File: src/rtl/rv32_pkg.sv
// Shared types for the RV32 memory stage: FSM state, load/store encodings and packet layouts.
package rv32_pkg;

  typedef enum logic [1:0] {IDLE, REQ, WAIT_RESP, DONE} mau_state_t;

  localparam logic [2:0] LT_LB  = 3'b000;
  localparam logic [2:0] LT_LH  = 3'b001;
  localparam logic [2:0] LT_LW  = 3'b010;
  localparam logic [2:0] LT_LBU = 3'b011;
  localparam logic [2:0] LT_LHU = 3'b100;

  localparam logic [1:0] ST_SB = 2'b00;
  localparam logic [1:0] ST_SH = 2'b01;
  localparam logic [1:0] ST_SW = 2'b10;

  localparam logic [1:0] W_BYTE = 2'd0;
  localparam logic [1:0] W_HALF = 2'd1;
  localparam logic [1:0] W_WORD = 2'd2;

  typedef struct packed {
    logic        is_load;
    logic        is_store;
    logic [31:0] addr;
    logic [31:0] data;
  } rv32_mem_packet_t;

  typedef struct packed {
    logic [2:0] load_type;
    logic [1:0] store_type;
  } rv32_ex_control_packet_t;

  typedef struct packed {
    logic        wb_enable;
    logic [4:0]  rd;
    logic [31:0] wb_data;
  } rv32_ex2mem_wb_packet_t;

  // Unknown encodings fall back to a full-word access.
  function automatic logic [1:0] access_width(logic is_store, logic [2:0] lt, logic [1:0] st);
    if (is_store) begin
      case (st)
        ST_SB:   return W_BYTE;
        ST_SH:   return W_HALF;
        default: return W_WORD;
      endcase
    end
    case (lt)
      LT_LB, LT_LBU: return W_BYTE;
      LT_LH, LT_LHU: return W_HALF;
      default:       return W_WORD;
    endcase
  endfunction

  function automatic logic [3:0] lane_mask(logic [1:0] width, logic [1:0] off);
    case (width)
      W_BYTE:  return 4'b0001 << off;
      W_HALF:  return off[1] ? 4'b1100 : 4'b0011;
      default: return 4'b1111;
    endcase
  endfunction

endpackage

File: src/rtl/load_align_ext.sv
// Picks the addressed byte/halfword out of a read word and sign- or zero-extends it.
module load_align_ext
  import rv32_pkg::*;
(
  input  logic [31:0] rdata,
  input  logic [1:0]  offset,
  input  logic [2:0]  load_type,
  output logic [31:0] data
);

  logic [31:0] shifted;

  always_comb begin
    shifted = rdata >> {offset, 3'b000};
    case (load_type)
      LT_LB:   data = {{24{shifted[7]}}, shifted[7:0]};
      LT_LH:   data = {{16{shifted[15]}}, shifted[15:0]};
      LT_LBU:  data = {24'd0, shifted[7:0]};
      LT_LHU:  data = {16'd0, shifted[15:0]};
      default: data = rdata;
    endcase
  end

endmodule

File: src/rtl/mem_access_unit.sv
// Memory stage: turns one EX load/store packet into a data-memory transaction and one WB result.
//   state     | meaning
//   IDLE      | ready for a packet from EX
//   REQ       | dmem_req held until grant or timeout
//   WAIT_RESP | load granted, waiting for rvalid or timeout
//   DONE      | out_valid pulse, then back to IDLE
module mem_access_unit
  import rv32_pkg::*;
#(
  parameter int unsigned RESP_TIMEOUT = 255
) (
  input  logic                    clk,
  input  logic                    rst,
  input  logic                    in_valid,
  output logic                    in_ready,
  input  rv32_mem_packet_t        mem_packet,
  input  rv32_ex_control_packet_t ex_control_packet,
  input  rv32_ex2mem_wb_packet_t  wb_in,
  output logic                    dmem_req,
  output logic                    dmem_we,
  output logic [31:0]             dmem_addr,
  output logic [3:0]              dmem_be,
  output logic [31:0]             dmem_wdata,
  input  logic                    dmem_gnt,
  input  logic                    dmem_rvalid,
  input  logic [31:0]             dmem_rdata,
  output logic                    out_valid,
  output rv32_ex2mem_wb_packet_t  wb_out,
  output logic                    misaligned,
  output logic                    bus_error
);

  localparam logic [31:0] TMO_LAST = 32'(RESP_TIMEOUT - 1);

  mau_state_t             state;
  logic [31:0]            tmo_cnt;
  logic                   q_is_store;
  logic [1:0]             q_off;
  logic [2:0]             q_load_type;
  rv32_ex2mem_wb_packet_t wb_q;

  logic [1:0]  cap_width;
  logic        cap_mis;
  logic [31:0] cap_wdata;
  logic [31:0] load_data;

  assign in_ready = (state == IDLE);

  always_comb begin
    cap_width = access_width(mem_packet.is_store, ex_control_packet.load_type,
                             ex_control_packet.store_type);
    cap_mis   = ((cap_width == W_HALF) && mem_packet.addr[0]) ||
                ((cap_width == W_WORD) && (mem_packet.addr[1:0] != 2'b00));
    case (cap_width)
      W_BYTE:  cap_wdata = {4{mem_packet.data[7:0]}};
      W_HALF:  cap_wdata = {2{mem_packet.data[15:0]}};
      default: cap_wdata = mem_packet.data;
    endcase
  end

  load_align_ext u_load_align_ext (
    .rdata     (dmem_rdata),
    .offset    (q_off),
    .load_type (q_load_type),
    .data      (load_data)
  );

  always_ff @(posedge clk or posedge rst) begin
    if (rst) begin
      state       <= IDLE;
      tmo_cnt     <= '0;
      q_is_store  <= 1'b0;
      q_off       <= '0;
      q_load_type <= '0;
      wb_q        <= '0;
      dmem_req    <= 1'b0;
      dmem_we     <= 1'b0;
      dmem_addr   <= '0;
      dmem_be     <= '0;
      dmem_wdata  <= '0;
      out_valid   <= 1'b0;
      wb_out      <= '0;
      misaligned  <= 1'b0;
      bus_error   <= 1'b0;
    end else begin
      case (state)
        IDLE: begin
          tmo_cnt <= '0;
          if (in_valid) begin
            q_is_store  <= mem_packet.is_store;
            q_off       <= mem_packet.addr[1:0];
            q_load_type <= ex_control_packet.load_type;
            wb_q        <= wb_in;
            if (!mem_packet.is_load && !mem_packet.is_store) begin
              state      <= DONE;
              out_valid  <= 1'b1;
              wb_out     <= wb_in;
              misaligned <= 1'b0;
              bus_error  <= 1'b0;
            end else if (cap_mis) begin
              state             <= DONE;
              out_valid         <= 1'b1;
              wb_out            <= wb_in;
              wb_out.wb_enable  <= 1'b0;
              misaligned        <= 1'b1;
              bus_error         <= 1'b0;
            end else begin
              state      <= REQ;
              dmem_req   <= 1'b1;
              dmem_we    <= mem_packet.is_store;
              dmem_addr  <= {mem_packet.addr[31:2], 2'b00};
              dmem_be    <= lane_mask(cap_width, mem_packet.addr[1:0]);
              dmem_wdata <= cap_wdata;
            end
          end
        end
        REQ: begin
          // Grant wins over a same-cycle timeout; any rvalid here is ignored.
          if (dmem_gnt) begin
            dmem_req <= 1'b0;
            tmo_cnt  <= '0;
            if (q_is_store) begin
              state            <= DONE;
              out_valid        <= 1'b1;
              wb_out           <= wb_q;
              wb_out.wb_enable <= 1'b0;
              misaligned       <= 1'b0;
              bus_error        <= 1'b0;
            end else begin
              state <= WAIT_RESP;
            end
          end else if (tmo_cnt == TMO_LAST) begin
            dmem_req         <= 1'b0;
            tmo_cnt          <= '0;
            state            <= DONE;
            out_valid        <= 1'b1;
            wb_out           <= wb_q;
            wb_out.wb_enable <= 1'b0;
            misaligned       <= 1'b0;
            bus_error        <= 1'b1;
          end else begin
            tmo_cnt <= tmo_cnt + 32'd1;
          end
        end
        WAIT_RESP: begin
          if (dmem_rvalid) begin
            tmo_cnt        <= '0;
            state          <= DONE;
            out_valid      <= 1'b1;
            wb_out         <= wb_q;
            wb_out.wb_data <= load_data;
            misaligned     <= 1'b0;
            bus_error      <= 1'b0;
          end else if (tmo_cnt == TMO_LAST) begin
            tmo_cnt          <= '0;
            state            <= DONE;
            out_valid        <= 1'b1;
            wb_out           <= wb_q;
            wb_out.wb_enable <= 1'b0;
            misaligned       <= 1'b0;
            bus_error        <= 1'b1;
          end else begin
            tmo_cnt <= tmo_cnt + 32'd1;
          end
        end
        default: begin
          tmo_cnt   <= '0;
          out_valid <= 1'b0;
          state     <= IDLE;
        end
      endcase
    end
  end

endmodule

File: config.mk
export PLATFORM = sky130hd
export DESIGN_NAME = mem_access_unit
export DESIGN_NICKNAME = d
export VERILOG_FILES = /design/src/rtl/rv32_pkg.sv /design/src/rtl/load_align_ext.sv /design/src/rtl/mem_access_unit.sv
export SDC_FILE = /design/constraint.sdc
export NUM_CORES = 1
export LEC_CHECK = 0
export ABC_CLOCK_PERIOD_IN_PS = 7300
export BUFFER_PORTS_ARGS = -buffer_cell sky130_fd_sc_hd__buf_2
export CORE_MARGIN = 10
export CORE_UTILIZATION = 30
export DETAILED_ROUTE_END_ITERATION = 6
export PLACE_DENSITY = 0.59
export SYNTH_ARGS = -nofsm -noshare
export SYNTH_HDL_FRONTEND = slang
export SYNTH_SLANG_ARGS = --single-unit
File: constraint.sdc
create_clock -name clk -period 7.3 [get_ports clk]
set_input_delay 1.095 -clock clk [delete_from_list [all_inputs] [get_ports clk]]
set_output_delay 1.095 -clock clk [all_outputs]
set_load 0.02 [all_outputs]
* Word level (Yosys, flattened, before mapping) *
Cells that the tools add are included.

operators by class
  $add $sub $neg = 1
  multipliers = 0
  div/mod/pow operators = 0
  $lt $le $gt $ge = 0
  eq/ne operators = 18
  shifts and indexed selects = 2
  mux-type cells = 57
  bitwise logic cells = 2
  reductions and logical operators = 21

operators with widths
  kind                                                               number
  38-bit 2-to-1 mux                                                  7
  32-bit case mux with 2 select lines                                2
  32-bit case mux with 4 select lines                                1
  38-bit case mux with 3 select lines                                1
  32-bit 2-to-1 mux                                                  3
  32-bit by 1-bit adder with 32-bit output (second input constant)   1
  32-bit by 8-bit == test with 1-bit output (second input constant)  1
  32-bit by 5-bit right shift with 16-bit output                     1
  1-bit 2-to-1 mux                                                   26
  2-bit 2-to-1 mux                                                   8
  1-bit case mux with 3 select lines                                 3
  2-bit case mux with 2 select lines                                 2
  4-bit case mux with 2 select lines                                 1
  4-bit AND reduction                                                2
  2-bit by 1-bit == test with 1-bit output (second input constant)   3
  3-bit by 1-bit == test with 1-bit output (second input constant)   2
  3-bit by 2-bit == test with 1-bit output (second input constant)   2
  3-bit == test (second input constant)                              2
  2-bit logical NOT                                                  3
  3-bit logical NOT                                                  2
  2-bit != test (second input constant)                              3
  3-bit != test (second input constant)                              2
  2-bit case mux with 3 select lines                                 1
  5-bit AND reduction                                                1
  other kinds (14)                                                   21

word-level totals
  register bits = 187
  latch bits = 0
  memory bits (writable) = 0
  bits in read-only memories = 0
  input bits = 146
  output and inout port bits = 112
  word-level logic and storage cells = 120
  memories kept = 0

* Longest topological paths before layout *
Gate-level depths: netlist of run 1.

  depth after elaboration = 11
  depth in mapped cells = 11
  mapped depth without buffers = 8

* Modules after synthesis *
A second synthesis of run 1 with hierarchy kept.

unflattened totals
  cell total of the unflattened synthesis = 1120
  area, all modules = 10386.2 sq um

by module, submodules not included
  module           instances  cells an instance  area an instance (sq um)  seq. area each (sq um)
  mem_access_unit  1          949                9369.0                    4679.5
  load_align_ext   1          171                1017.2                    0.0

* Least setup slack after synthesis of run 1 *
OpenSTA, ideal clock, no wires.

  kind = input to register
  from = in ex_control_packet[2] (netlist name)
  to = reg dmem_addr[10]
  library setup time = 125 ps
  data arrival time = 2723 ps
  required time = 7175 ps
  slack = 4452 ps
  stages on the path = 6
  buffers on the path = 1
  cell sequence = mux2_2 > a311o_1 > a21o_1 > nor2_2 > buf_2 > mux2_2

between the ends
  cells in the longest elaborated chain, start to end = 9
  elaborated cells on any way between the ends = 15

RTL lines
  item                                                                              line                                          text
  from (decl)                                                                       mem_access_unit.sv:17                         input rv32_ex_control_packet_t ex_control_packet,
  3-bit by 1-bit == test with 1-bit output (tied with other cells)                  rv32_pkg.sv:47                                case (lt)
  2-bit OR reduction                                                                rv32_pkg.sv:47
  2-bit case mux with 2 select lines *                                              rv32_pkg.sv:47
  2-bit 2-to-1 mux *                                                                rv32_pkg.sv:47
  2-bit by 1-bit == test with 1-bit output / 2-bit == test (equally long branches)  mem_access_unit.sv:52, mem_access_unit.sv:53
  1-bit logical AND, on equally long branches                                       mem_access_unit.sv:52, mem_access_unit.sv:53
  1-bit logical OR *                                                                mem_access_unit.sv:52                         cap_mis = ((cap_width == W_HALF) && mem_packet.addr[0]) ||
  1-bit NOT (no source line) *                                                      --
  4-bit AND reduction (no source line) *                                            --
  to (signal assigned)                                                              mem_access_unit.sv:111                        dmem_addr <= {mem_packet.addr[31:2], 2'b00};
  to (decl)                                                                         mem_access_unit.sv:21                         output logic [31:0] dmem_addr,

Every way passes the cells marked *; elsewhere a longest branch is shown, timed or not.
A chain may end at the register's enable or synchronous reset.

* Worst setup path after layout of run 1 *
  from = reg tmo_cnt[0]
  to = reg wb_out[27] (netlist name)

between the ends
  cells in the longest elaborated chain, start to end = 4
  elaborated cells on any way between the ends = 5

RTL lines
  item                                         line                                            text
  from (decl)                                  mem_access_unit.sv:36                           logic [31:0] tmo_cnt;
  from (signal assigned)                       mem_access_unit.sv:142                          tmo_cnt <= tmo_cnt + 32'd1;
  from (signal assigned)                       mem_access_unit.sv:163                          tmo_cnt <= tmo_cnt + 32'd1;
  32-bit by 8-bit == test with 1-bit output *  mem_access_unit.sv:132, mem_access_unit.sv:154
  38-bit 2-to-1 mux *                          --
  38-bit 2-to-1 mux, on equally long branches  --
  38-bit case mux with 3 select lines *        --
  to (signal assigned)                         mem_access_unit.sv:137                          wb_out <= wb_q;
  to (signal assigned)                         mem_access_unit.sv:150                          wb_out <= wb_q;
  to (signal assigned)                         mem_access_unit.sv:158                          wb_out <= wb_q;
  to (decl)                                    mem_access_unit.sv:28                           output rv32_ex2mem_wb_packet_t wb_out,

Marks and branches as above.

==> results of run 1 <==
layer usage:
metal / routed length, microns / GRT usage [%]
met4: 326 / 3.570
met3: 3126 / 5.971
met1: 14420 / 20.77
met2: 15090 / 24.86
met5: 41 / 0
report_power, final:
group	switching, uW	internal (uW)
Sequential	329	1480
Clock	436	563
Combinational	1670	1030
layout make-up:
class / count / area, sq um
fill: 3341 / 20310
multi-input combinational: 707 / 4741
sequential: 187 / 4679
timing repair buffer: 268 / 1374
tap: 442 / 553.0
clock buffer: 20 / 456.7
clock inverter: 11 / 155.1
inverter: 23 / 93.84
antenna: 2 / 5.005
worst reg2reg max path, stage by stage (launching register included):
cell      delay, ns
dfrtp_1        0.43
inv_1          0.08
ha_1           0.14
nor4b_1        0.49
nand3_1        0.12
or3_1          0.32
buf_4          0.25
o21ai_1        0.92
a221oi_1       0.19
a211oi_1       0.30
flip-flops by register name, indices dropped and copies added, names as in the netlist, 2 cells and up:
name,count
dmem_addr,30
dmem_be,4
dmem_wdata,32
q_load_type,3
q_off,2
state,2
tmo_cnt,32
wb_out,38
wb_q,38
placed cells by master (no fill, tap or decap), types with 3 or more instances in the layout:
| cell type | netlist | layout |
|---|---|---|
| a221oi_1 | 25 | 25 |
| nand2_1 | 83 | 82 |
| nor2b_1 | 16 | 16 |
| nand4_1 | 9 | 9 |
| mux2i_1 | 18 | 17 |
| nand3_1 | 26 | 26 |
| inv_1 | 22 | 21 |
| inv_6 | 0 | 5 |
| clkbuf_16 | 0 | 17 |
| buf_4 | 5 | 13 |
| a211oi_1 | 14 | 14 |
| xor2_1 | 13 | 13 |
| o22a_1 | 6 | 6 |
| o2111a_1 | 6 | 6 |
| or3_1 | 7 | 7 |
| a21o_1 | 3 | 3 |
| xnor2_1 | 15 | 15 |
| nor2_1 | 87 | 87 |
| bufinv_16 | 0 | 3 |
| a31oi_1 | 7 | 6 |
| o31ai_1 | 7 | 6 |
| a211o_1 | 6 | 6 |
| mux2_2 | 105 | 105 |
| o211ai_1 | 7 | 7 |
| a21oi_1 | 57 | 56 |
| o21ai_1 | 10 | 10 |
| nor4_1 | 5 | 5 |
| o21ai_0 | 83 | 83 |
| buf_2 | 17 | 255 |
| a22oi_1 | 10 | 10 |
| and3_1 | 7 | 7 |
| nor3_1 | 27 | 27 |
| dfrtp_1 | 187 | 187 |
| ha_1 | 8 | 7 |
| a22o_1 | 12 | 12 |
cell families after synthesis:
family | count (synthesis)
adders and majority gates | 8
DFF | 187
other | 1
and+or+nand+nor | 283
xor gates and xnor gates | 28
muxes | 124
buffers and inverters | 91
AOI/OAI and AO/OA | 262
through the flow:
stage / hold WS [ns] / setup slack, ns / cells
global placement: 0.4666 / 3.590 / 1627
floorplan: 0.4660 / 1.120 / 985
global route: 0.5044 / 3.785 / 1658
finish: 0.4943 / 3.968 / 1660
detailed placement: 0.4678 / 3.543 / 1627
CTS: 0.4926 / 4.008 / 1658
worst max path at each step:
stage	cells after the start	to
after floorplan	1	bus_error
after global placement	7	dmem_addr[24]
after detailed placement	7	dmem_addr[25]
after CTS	9	wb_out[25]
after global routing	9	wb_out[25]
final	9	wb_out[27]
==> run metrics, run 1 <==
GP Congestion=0.8648; vias per inst=5.155; post_cts resized=0; CP Class=reg -> reg; # rows=66; Clk pin slew, worst setup/hold paths=0.07 ns; CTS Hold Bufs=0; CTS tree=done; max cap viols=0; total power=between 5000 and 6000 uW; largest cells by area after synthesis=dfrtp_1 48%, mux2_2 12%, o21ai_0 4.2%, nor2_1 3.3%, nand2_1 3.2%; die area=a little over 40000 sq um; Highest Clock Rate=300.1 MHz; number of enable flip-flop cells after synthesis=0; register area share after synthesis=47.86%; CP delay by family, top=compound AO/OA/AOI/OAI gates; Slew headroom=21.56%; Worst setup EP type=flip-flop; Synth top cells by count=187 x dfrtp_1, 105 x mux2_2, 87 x nor2_1; Main synth FF type=dfrtp_1; CTS HTree Levels=4; Synth area leader=dfrtp_1; total number of yosys warnings=0; largest net degree at the start of global routing=129; largest family of logic cells by synthesized area=compound AO/OA/AOI/OAI gates; area share of the leading cell type in the synthesized netlist=a little under half; mux contribution to synthesized area=14.05%; TritonCTS buffer count=17; Clock Skew=approximately 0.013 ns; CP Data Arrival Time=3.67 ns; Iter 0 DRT Violations=498; final core occ=a little under two fifths; transition time of the tightest slew-check pin=1.176 ns; post-route ant nets=0; postcts setup bufs=0; maximum vdd ir drop=0.0002472 V; Critical path buffers and inverters=2; area grow syn2layout=23.33%; Power per Cell Area=456.8 nW/um^2; Fin. Hold Viols=0; DRT Pass-1 Iters=5; Post-Synth XOR/XNOR Area=2.508%; Synth Area per Inst=9.936 sq um; FFs w/ async S/R, synth=100.0%; final instance area=12060 sq um; Post-Synth Simple-Gate Area=a little over an eighth; worst reg2reg path depth=9; fin crit share=45.65%; hold path depth=1; leak pwr=0.005240 uW; Hold Crit Class=reg -> reg; max incr delay on CP=a little over 0.9 ns; via count=8558; worst r2r src=tmo_cnt[0]; CP max-delay cell=o21ai_1; synthesized-area fraction occupied by adder cells=around 1.0%; chip height=between 200 and 250 microns; GRT Residual Overflow=0; run status=completed; Synth Area in Compound Gates=17.14%; first-pass GRT wire length=51660 microns; placed cell areas=between 10000 and 15000 sq um; Initial Utilization=30.20%; Detailed Route WL=approximately 33000 microns; vias in the first global route=8807; post-synth cell types=56; post-synthesis register bit count=roughly 190; reg2reg setup slack=3.97 ns; Clock Path Buffers=2; Sum Neg Setup Slack=0 ns; worst-skew pair later-pin latency=0.43 ns; GRT Util Overall=16.02%; WP data required=7.64 ns; RSZ-0062 raised after global routing=no; fin. max-slew vios=0; wire per inst=19.88 microns; Core Area=between 30000 and 40000 sq um; Tmin final=3.332 ns; initial antenna violation count=4; share of cells above drive strength 1=about 34%; Clock Tree Root=clkbuf_16; drt drc=0; Critical Path Source=tmo_cnt[0]; DPL Wire Length=23350 microns; Hold Crit Start=misaligned; hold endpoint=misaligned; final setup violation count=0; Die X=between 200 and 250 microns; critical-path cell list=inv_1 -> ha_1 -> nor4b_1 -> nand3_1 -> or3_1 -> buf_4 -> o21ai_1 -> a221oi_1 -> a211oi_1; leading cell type by number of instances after synthesis=dfrtp_1; post-synthesis instance total=between 900 and 1000; Sink Count=187; CP Launch Type=flip-flop; Post-Syn Area=just under 10000 sq um; FF-to-FF End=wb_out[27]; Port-buffer cells=approximately 260; IO Pins=258; critical path peak fanout=28; nets=1358
No activity file was read; power rests on OpenSTA's default activity.
==> run 2: changes to the inputs <==
--- a/config.mk
+++ b/config.mk
@@ -5,12 +5,12 @@
 export SDC_FILE = /design/constraint.sdc
 export NUM_CORES = 1
 export LEC_CHECK = 0
-export ABC_CLOCK_PERIOD_IN_PS = 7300
+export ABC_CLOCK_PERIOD_IN_PS = 3000
 export BUFFER_PORTS_ARGS = -buffer_cell sky130_fd_sc_hd__buf_2
 export CORE_MARGIN = 10
 export CORE_UTILIZATION = 30
 export DETAILED_ROUTE_END_ITERATION = 6
-export PLACE_DENSITY = 0.59
+export PLACE_DENSITY = 0.61
 export SYNTH_ARGS = -nofsm -noshare
 export SYNTH_HDL_FRONTEND = slang
 export SYNTH_SLANG_ARGS = --single-unit
==> constraint.sdc (replaced) <==
create_clock -name clk -period 3 [get_ports clk]
set_input_delay 0.45 -clock clk [delete_from_list [all_inputs] [get_ports clk]]
set_output_delay 0.45 -clock clk [all_outputs]
set_load 0.02 [all_outputs]
==> run metrics, run 2 (same netlist as run 1, synthesis figures left out) <==
max cap viols=0; vias per inst=5.177; CTS Hold Bufs=0; Tmin final=2.746 ns; leak pwr=about 0.0053 uW; Port-buffer cells=255; Clk pin slew, worst setup/hold paths=0.08 ns; run status=completed; max incr delay on CP=0.52 ns; TritonCTS buffer count=17; IO Pins=258; chip height=200.5 microns; commonest non-fill, non-tap cell in the layout=buf_2; worst r2r src=tmo_cnt[0]; fin crit share=about 90%; Clock Tree Root=clkbuf_16; fin. max-slew vios=0; CP max-delay cell=nor2_1; initial antenna violation count=3; nets=approximately 1400; CP Class=reg -> reg; transition time of the tightest slew-check pin=0.9645 ns; Critical Path End=wb_out[31]; Detailed Route WL=roughly 33000 microns; largest net degree at the start of global routing=79; area grow syn2layout=25.26%; CP Launch Type=flip-flop; RSZ-0062 raised after global routing=no; Slew headroom=35.31%; GRT Residual Overflow=0; GRT Util Overall=between 15 and 20%; DRT Pass-1 Iters=5; Sink Count=around 190; Fin. Hold Viols=0; WP data required=3.30 ns; Highest Clock Rate=between 300 and 400 MHz; Power per Cell Area=1105 nW/um^2; Core Area=32370 sq um; # rows=66; CTS HTree Levels=4; worst reg2reg path depth=8; reg2reg setup slack=0.25 ns; FF-to-FF End=wb_out[31]; most frequent cells in the layout=255 x buf_2, 187 x dfrtp_1, 105 x mux2_2, 87 x nor2_1, 83 x o21ai_0; postcts setup bufs=0; DPL Wire Length=24370 microns; Iter 0 DRT Violations=597; Sum Neg Setup Slack=0 ns; post-route ant nets=0; share of cells above drive strength 1=35.06%; wire per inst=a little under 20 microns; critical-path cell list=inv_1 -> ha_1 -> nor4b_1 -> nand4_1 -> nor2_1 -> nor2_1 -> a221oi_1 -> a211oi_1; maximum vdd ir drop=approximately 0.00067 V; CP Data Arrival Time=3.05 ns; cell mode on critical path=nor2_1; Clock Path Buffers=2; vias in the first global route=approximately 9000; Worst setup EP type=flip-flop; Clock Skew=0.01439 ns; post_cts resized=0; worst-skew pair later-pin latency=0.45 ns; drt drc=0; die area=around 40000 sq um; CTS tree=done; Hold Crit Class=in -> async; Initial Utilization=30.20%; Critical Path Source=tmo_cnt[0]; top flop regs=wb_out: 38 flops, wb_q: 38 flops; first-pass GRT wire length=just over 50000 microns; WHS=slightly below 0.1 ns; GP Congestion=0.8625; Die X=200.5 microns; Fillers=3258; via count=slightly below 9000; critical path peak fanout=11; final setup violation count=0
-- run 2: cell count changes in the layout (fill, tap and decap cells not counted), moves of 2 or more --
cell / previous run / this run
buf_12: 0 / 5
inv_8: 1 / 4
inv_6: 5 / 2
buf_4: 13 / 23
clkinv_4: 1 / 3
clkbuf_8: 2 / 0
-- run 2: metal layers --
metal | vias to the layer above | track usage [%] | wire length (microns)
met5 | - | 0 | 22
met4 | 4 | 4.923 | 632
met3 | 42 | 5.825 | 2920
met2 | 361 | 25.32 | 15190
met1 | 4238 | 20.43 | 14360
li1 | 4026 | - | -
-- run 2: worst min-delay path by stage --
stage / from / to / slack (ns) / cells past startpoint
floorplan: wb_q[32] / wb_q[32] / 0.47 / 2
global placement: wb_q[35] / wb_q[35] / 0.48 / 2
detailed placement: misaligned / misaligned / 0.46 / 1
CTS: rst / dmem_addr[3] / 0.09 / 2
global route: rst / dmem_addr[3] / 0.12 / 2
finish: rst / dmem_addr[3] / 0.1 / 2
-- run 2: area by class of cell --
cell class                      count  area, sq um  area share [%]
Timing Repair Buffer              283         1549           12.65
Tap cell                          442        553.0           4.516
Multi-Input combinational cell    707         4741           38.71
Antenna cell                        1        2.502         0.02043
Clock buffer                       18        429.2           3.504
Inverter                           23        90.09          0.7356
Clock inverter                     14        202.7           1.655
Sequential cell                   187         4679           38.21
-- run 2: per-stage QoR --
step | instance area [sq um] | setup WS [ns] | cells | utilization, % | power, uW
finish | 12250 | 0.2537 | 1675 | 37.83 | 13530
global route | 12250 | 0.01965 | 1675 | 37.83 | 14510
CTS | 12240 | 0.2855 | 1674 | 37.82 | 13680
detailed placement | 11610 | 0.3111 | 1642 | 35.87 | 11130
global placement | 11610 | 0.3910 | 1642 | 35.87 | 10990
floorplan | 9784 | 0.1435 | 985 | - | 8811
-- run 2: power by group --
group / internal [uW] / leakage [uW] / switching, uW
clock network: 1350 / 0.000306 / 1140
logic: 2590 / 0.00275 / 4050
registers: 3600 / 0.00228 / 800
total: 7540 / 0.00534 / 5990
-- run 2: worst max-delay path: cells and delay by family (launching register included) --
| family | cells | cell delay (ns) |
|---|---|---|
| and+or+nand+nor | 4 | 1.45 |
| AOI/OAI and AO/OA | 2 | 0.51 |
| DFF | 1 | 0.42 |
| adders and majority gates | 1 | 0.14 |
| buffers and inverters | 1 | 0.07 |
==> run 3: changes to the inputs <==
==> constraint.sdc (replaced) <==
create_clock -name clk -period 3 [get_ports clk]
set_input_delay 0.3 -clock clk [delete_from_list [all_inputs] [get_ports clk]]
set_output_delay 0.3 -clock clk [all_outputs]
set_load 0.02 [all_outputs]
==> run metrics, run 3 (same netlist as run 1, synthesis figures left out) <==
CP Class=reg -> reg; final cell count without fillers=1677; worst r2r src=tmo_cnt[0]; critical-path cell list=inv_1 -> ha_1 -> nor4b_1 -> nand3_1 -> or3_1 -> o21ai_1 -> buf_4 -> a221oi_1 -> a211oi_1; Placed Cells=1644; Fillers=3280; wire per inst=about 20 microns; Port-buffer cells=255; leak pwr=0.005328 uW; Clk pin slew, worst setup/hold paths=0.07 ns; n_diodes=0; max cap viols=0; max incr delay on CP=0.67 ns; area grow syn2layout=24.89%; critical path peak fanout=17; IO Pins=around 260; Core Area=approximately 32000 sq um; Die X=200.5 microns; fin. max-slew vios=0; largest net degree at the start of global routing=82; GRT Residual Overflow=0; share of cells above drive strength 1=between 30% and 40%; Fin. Hold Viols=0; hold path depth=2; Hold Crit Class=in -> reg; worst-skew pair later-pin latency=around 0.45 ns; worst reg2reg path depth=9; maximum vdd ir drop=0.0005561 V; Sink Count=187; final setup violation count=0; Slew headroom=31.47%; WP data required=between 3 and 4 ns; transition time of the tightest slew-check pin=1.022 ns; first-pass GRT wire length=between 50000 and 60000 microns; DP Worst Slack=0.2639 ns; fin crit share=around nine tenths; Clock Path Buffers=2; CTS tree=done; DPL Wire Length=24500 microns; Net Switching=5949 uW; Reg power frac=32.8%; CP Data Arrival Time=approximately 3 ns; Int Pwr=7488 uW; most frequent cells in the layout=255 x buf_2, 187 x dfrtp_1, 105 x mux2_2, 87 x nor2_1, 83 x o21ai_0; top flop regs=wb_out: 38 flops, wb_q: 38 flops; Power per Cell Area=1100 nW/um^2; Iter 0 DRT Violations=~640; nets=1376; via count=8706; Initial Utilization=a little under a third; final setup margin=0.3042 ns; Combinational Power Share=49.6%; Sum Neg Setup Slack=0 ns; chip height=about 200 microns; initial antenna violation count=3; Hold Crit Start=mem_packet[60]; commonest non-fill, non-tap cell in the layout=buf_2; Highest Clock Rate=approximately 370 MHz; Tmin final=2.696 ns; Detailed Route WL=around 33000 microns; vias in the first global route=~9000; hold endpoint=dmem_addr[28]; Critical Path Source=tmo_cnt[0]; Clock Skew=0.01165 ns; Worst setup EP type=flip-flop; post-route ant nets=0; Clock Tree Root=clkbuf_16; vias per inst=5.191; post_cts resized=0; CP max-delay cell=or3_1; die area=40210 sq um; run status=completed; CTS HTree Levels=4; RSZ-0062 raised after global routing=no; # rows=66; drt drc=0; Sw Ratio=44.27%; CP Launch Type=flip-flop; TritonCTS buffer count=17; FF-to-FF End=wb_out[27]; reg2reg setup slack=0.30 ns; DRT Pass-1 Iters=5; GRT Util Overall=16.23%; clock network fraction of design power=17.6%; GP Congestion=0.8683
-- run 3: changes by cell type in the layout (fill, tap and decap cells not counted), sizes merged --
cell / previous run / this run
clkbuf: 18 / 19
clkinv: 5 / 3
bufinv: 3 / 2
inv: 27 / 28
clkinvlp: 2 / 3
dlygate4sd3: 0 / 1
buf: 283 / 285
diode: 1 / 0
-- run 3: final cells by class --
class	count	area (sq um)	area share, %
multi-input cells	707	4741	38.83
flip-flops and latches	187	4679	38.32
repair buffers	286	1549	12.69
well taps	442	553.0	4.529
clock buffers	19	442.9	3.627
clock inverters	13	155.1	1.271
inverters	23	90.09	0.7378
-- run 3: how the worst max path moves through the flow --
stage / end / depth (start not counted) / slack, ns
after CTS: wb_out[27] / 7 / 0.27
after floorplan: bus_error / 1 / 0.29
after detailed placement: wb_out[27] / 7 / 0.26
final: wb_out[27] / 9 / 0.30
after global placement: wb_out[30] / 7 / 0.35
after global routing: wb_out[3] / 6 / 0.04
-- run 3: timing repair --
item | in CTS | in global routing
hold buffers | 1 | 0
endpoints found under the setup margin | 0 | 0
hold endpoints to repair | 25 | 0
buffers inserted | 0 | 0
-- run 3: worst max-delay path: cells and delay by family (launching register included) --
kind | cells | cell delay, ns
AOI/OAI and AO/OA | 3 | 0.62
DFF | 1 | 0.43
adders and majority gates | 1 | 0.14
and+or+nand+nor | 3 | 1.10
buffers and inverters | 2 | 0.30
-- run 3: per-stage QoR --
step	hold slack, ns	instance area, sq um	util (%)	power (uW)
floorplan	0.4506	9784	-	8811
global route	0.07029	12210	37.72	14430
global placement	0.4354	11600	35.84	11000
CTS	0.05934	12210	37.72	13590
finish	0.08489	12210	37.72	13440
detailed placement	0.4388	11600	35.84	11160
-- run 3: layer usage --
metal,routed length [microns],part of all wire [%],vias to the layer above,track usage (%)
met2,15000,45,361,25.40
li1,-,-,4031,-
met4,440,1.3,4,4.788
met3,2916,8.8,31,5.535
met5,22,0.067,-,0
met1,14600,44,4279,20.76
-- run 3: power groups by stage --
stage	combinational (uW)	sequential, uW	clock, uW
after global routing	7330	4560	2530
after CTS	6750	4400	2440
after floorplan	3730	5080	0
final	6670	4410	2360
after global placement	6620	4380	0
after detailed placement	6740	4420	0
